[src/rtl/dmem_master.sv]
// dmem_master: pipeline-to-data-memory initiator FSM (IDLE/ACCESS/RESP).
// Optional access timeout enabled by defining DMEM_MASTER_TIMEOUT_EN.
module dmem_master #(
    parameter int TIMEOUT = 15
) (
    input  logic        clk,
    input  logic        reset,
    input  logic        req_valid,
    output logic        req_ready,
    input  logic        req_load,
    input  logic        req_store,
    input  logic [31:0] req_addr,
    input  logic [31:0] req_wdata,
    input  logic [1:0]  req_size,
    input  logic        req_sext,
    output logic        resp_valid,
    input  logic        resp_ready,
    output logic [31:0] resp_rdata,
    output logic [1:0]  resp_err,
    output logic        mem_valid,
    input  logic        mem_good,
    output logic [31:0] mem_addr,
    output logic [31:0] mem_writeData,
    output logic        mem_memRead,
    output logic        mem_memWrite,
    output logic [1:0]  mem_maskMode,
    output logic        mem_sext,
    input  logic [31:0] mem_readData
);
    typedef enum logic [1:0] {IDLE, ACCESS, RESP} state_t;
    state_t state;
    logic   bad;
`ifdef DMEM_MASTER_TIMEOUT_EN
    logic [7:0] cnt;
`endif
    if (TIMEOUT < 1 || TIMEOUT > 255) begin : g_bad_timeout
        $error("dmem_master: TIMEOUT must be within 1..255");
    end
    // Illegal type encoding, illegal size, or misaligned half/word access
    assign bad = (req_load == req_store) || (req_size == 2'b11) ||
                 (req_size == 2'b01 && req_addr[0]) ||
                 (req_size == 2'b10 && req_addr[1:0] != 2'b00);
    assign req_ready = (state == IDLE);
    always_ff @(posedge clk or negedge reset) begin
        if (!reset) begin
            state         <= IDLE;
            mem_valid     <= 1'b0;
            mem_memRead   <= 1'b0;
            mem_memWrite  <= 1'b0;
            mem_addr      <= '0;
            mem_writeData <= '0;
            mem_maskMode  <= '0;
            mem_sext      <= 1'b0;
            resp_valid    <= 1'b0;
            resp_rdata    <= '0;
            resp_err      <= '0;
`ifdef DMEM_MASTER_TIMEOUT_EN
            cnt           <= '0;
`endif
        end else begin
            case (state)
                IDLE: if (req_valid) begin
                    mem_addr      <= req_addr;
                    mem_writeData <= req_wdata;
                    mem_maskMode  <= req_size;
                    mem_sext      <= req_sext;
                    if (bad) begin
                        state      <= RESP;
                        resp_valid <= 1'b1;
                        resp_rdata <= '0;
                        resp_err   <= 2'b01;
                    end else begin
                        state        <= ACCESS;
                        mem_valid    <= 1'b1;
                        mem_memRead  <= req_load;
                        mem_memWrite <= req_store;
`ifdef DMEM_MASTER_TIMEOUT_EN
                        cnt          <= '0;
`endif
                    end
                end
                ACCESS: if (mem_good) begin
                    state        <= RESP;
                    mem_valid    <= 1'b0;
                    mem_memRead  <= 1'b0;
                    mem_memWrite <= 1'b0;
                    resp_valid   <= 1'b1;
                    resp_rdata   <= mem_memRead ? mem_readData : 32'h0;
                    resp_err     <= 2'b00;
`ifdef DMEM_MASTER_TIMEOUT_EN
                end else if (cnt == 8'(TIMEOUT - 1)) begin
                    state        <= RESP;
                    mem_valid    <= 1'b0;
                    mem_memRead  <= 1'b0;
                    mem_memWrite <= 1'b0;
                    resp_valid   <= 1'b1;
                    resp_rdata   <= '0;
                    resp_err     <= 2'b10;
                end else begin
                    cnt <= cnt + 8'd1;
`endif
                end
                RESP: if (resp_ready) begin
                    state      <= IDLE;
                    resp_valid <= 1'b0;
                end
                default: state <= IDLE;
            endcase
        end
    end
endmodule

[config.mk]
export PLATFORM = sky130hd
export DESIGN_NAME = dmem_master
export DESIGN_NICKNAME = d
export VERILOG_FILES = /design/src/rtl/dmem_master.sv
export SDC_FILE = /design/constraint.sdc
export NUM_CORES = 1
export LEC_CHECK = 0
export CORE_ASPECT_RATIO = 1.5
export CORE_UTILIZATION = 42
export CTS_CLUSTER_DIAMETER = 30
export DETAILED_ROUTE_END_ITERATION = 10
export HOLD_SLACK_MARGIN = 0.12
export PLACE_DENSITY_LB_ADDON = 0.2
export RECOVER_POWER = 25
export SLEW_MARGIN = 40
export SYNTH_ARGS = -nofsm -noshare
export SYNTH_HDL_FRONTEND = slang
export SYNTH_SLANG_ARGS = --single-unit
[constraint.sdc]
create_clock -name clk -period 3.03 [get_ports clk]
set_clock_uncertainty 0.2 [all_clocks]
set_input_delay 0.606 -clock clk [delete_from_list [all_inputs] [get_ports clk]]
set_output_delay 0.606 -clock clk [all_outputs]
set_load 0.01 [all_outputs]
==> impl_metrics.ini <==
[outcome]
outcome = complete, no violations

[timing]
max-slew-margin-rel_pct = 11.0
worstMarginPinSlew_ps = 1330
layout_min_cycle_time_ps = 2310
setup_viol = 0
min_period_over_period_pct = 76.3
hold_viol = 0
clock.fmax_ghz = 0.433
grt_setup_unrepaired = no
setup-tns-final_ps = 0
slew_violations = 0
setup_ws_ps = 719

[cells_and_area]
nFillCells = 676
drive_above_1_share_pct = 20.3
area.growth.synth_to_final_pct = 61.3
regArea_mm2 = 0.00265
nets = 570
antenna_cells = 0
multi_input_area_mm2 = 0.00128

[synth]
syn_nets = 358
syn_area_mm2 = 0.00405
yosys.area.top_type = dfrtp_1
synth_top_family_by_area = multiplexers
syn_area_per_cell_um2 = 16.1
synth_top_area_share_pct = 65.5
synth-xor-area-share_pct = 0.216
synth_edf_count = 0
ys_seq_area_share_pct = 65.5
yosysMostFrequentCell = dfrtp_1
synthFlopType = dfrtp_1
ys_ff_latch = 106
synthMuxAreaShare_pct = 21.1
ys.warnings.count = 0
synthTopCellsByArea = dfrtp_1 65%, mux2_2 13%, mux2_4 7.0%
synthAdderAreaFrac_pct = 0
netlist_instances = 252
synth_simple_gate_area_share_pct = 1.95
yosys-top-cells-count = 106 x dfrtp_1, 48 x mux2_2, 32 x a22o_1, 19 x mux2_4, 10 x buf_2
synth_compound_area_share_pct = 8.18
synthDistinctLibCells = 25
async_flop_share_pct = 100

[clock_tree]
insertion_delay_ps = 340
max-clock-path-buffers = 2
cts-hold-fix-buffers = 0
cts_buffers = 9
clkSlewWorstSetupHoldPaths_ps = 70
postCtsSetupBuffers = 0
root_buffer = clkbuf_16
h-tree-depth = 3
clock-sinks = 106
cts_tree = yes
cts-resized-gates = 0

[worst_setup_path]
arrival_ps = 1510
cpPeakStageDelay_ps = 560
critPathTopFamily = buffers and inverters
crit_fanout = 7
worstPathRequired_ps = 2220
cp-start-kind = flip-flop
end_kind = primary output
slowest_stage = clkdlybuf4s50_1
cp_num_buf_inv = 1
path_cells = nor2_2, clkdlybuf4s50_1
path_class = flip-flop to primary output

[drt]
post_drt_wl_per_cell_um = 16.3
met3WireLength_um = 960
drc_errors = 0
met2_length_mm = 4.83
met1_length_mm = 3.55
vias = 2861
highest_layer = met4
first_pass_iters = 4
totalWireLength_mm = 9.46
ant_nets = 0
vias_per_cell = 4.93
drt_iter0_drc = 65

[global_route]
antenna_found_initial = 0
grt_pass1_vias = 3015
overflow = 0
grt_pass1_wl_mm = 14.2
grt_use_total_pct = 19.2
grt_max_degree = 56

[pwr]
cellLeakagePower_nw = 2.82
power_mw = 5.34
pwr_density_cell_mw_per_mm2 = 817
worst_ir_drop_vdd_mv = 0.515

[placed_design]
pre_cts_slack_ps = 574
dp_hpwl_mm = 7.07
gp_congestion = 0.705
numPortBuffers = 210

[floorplan]
core_area_mm2 = 0.00931
placementRows = 43
die_y_um = 122
start_util_pct = 43.5
design.die.area_mm2 = 0.0101
die_w_um = 82.2
io_pins = 212

[flow_run]
maxCapViolCount = 0

[min_path]
hp-class = flip-flop to flip-flop
[path summary, 6_finish.rpt]
kind                                             start                             to  slack, ps  depth (start not counted)
worst min register to register  resp_valid$_DFFE_PN0P_         resp_valid$_DFFE_PN0P_        290                          2
worst max-delay path              state[0]$_DFFE_PN0P_                      req_ready        720                          2
max in group asynchronous                        reset      resp_rdata[0]$_DFFE_PN0P_        850                          2
worst min-delay path            resp_valid$_DFFE_PN0P_         resp_valid$_DFFE_PN0P_        290                          2
min in group asynchronous                        reset  mem_writeData[16]$_DFFE_PN0P_        350                          1
worst max register to register    state[0]$_DFFE_PN0P_  mem_writeData[30]$_DFFE_PN0P_       1220                          4
[cell usage in the layout (no fill, tap or decap), types with 2 or more instances in the layout]
cell type and n:
clkdlybuf4s50_1 209, dfrtp_1 106, mux2_2 48, a22o_1 32, mux2_4 19, clkbuf_16 9
nand2_1 6, inv_1 5, buf_4 4, mux2i_1 3, nor2_2 2, nor2_1 2
a21o_1 2, clkinv_2 2, inv_6 2, clkbuf_2 2
[cell type report]
type	count	area share, %
Sequential cell	106	40.6
Timing Repair Buffer	216	32.9
Multi-Input combinational cell	126	19.6
Clock buffer	9	3.45
Tap cell	112	2.14
Clock inverter	6	0.996
Inverter	5	0.287
[power by group]
group	internal [mW]	leakage (nW)	switching (mW)
combinational	1.35	1.37	0.738
clock	0.639	0.142	0.500
sequential	1.87	1.31	0.244
[worst register-to-register path, cell delays in order (launching register included)]
cell and delay (ps):
dfrtp_1 450, nor2_2 150, and2_4 180, buf_4 320, mux2_2 390
[per-layer routing]
layer  GRT usage [%]  up-vias
li1                -     1319
met1            22.1     1391
met2            32.1      143
met3            7.06        8
met4            6.91        0
met5               0        -
[registers in the layout (all words and copies together) (netlist names)]
register       count
mem_sext           1
mem_memWrite       1
mem_writeData     32
resp_err           1
state              2
mem_maskMode       2
mem_memRead        1
mem_addr          32
resp_valid         1
resp_rdata        32
mem_valid          1
[cells by family after synthesis]
logic type,Yosys count
compound gates,39
mux,70
xor+xnor,1
simple gates,15
flops,106
other cells,1
buf+inv,20
[stage by stage]
stage / hold slack, ps / utilization, % / std cells / instance area [um2]
after CTS: 134 / 70.4 / 580 / 6550
final: 288 / 70.2 / 580 / 6540
after detailed placement: 270 / 67.3 / 565 / 6260
after global placement: 263 / 67.3 / 565 / 6260
after global routing: 306 / 70.2 / 580 / 6540
after floorplan: 110 / - / 252 / 4050
No activity file was read; power rests on OpenSTA's default activity.
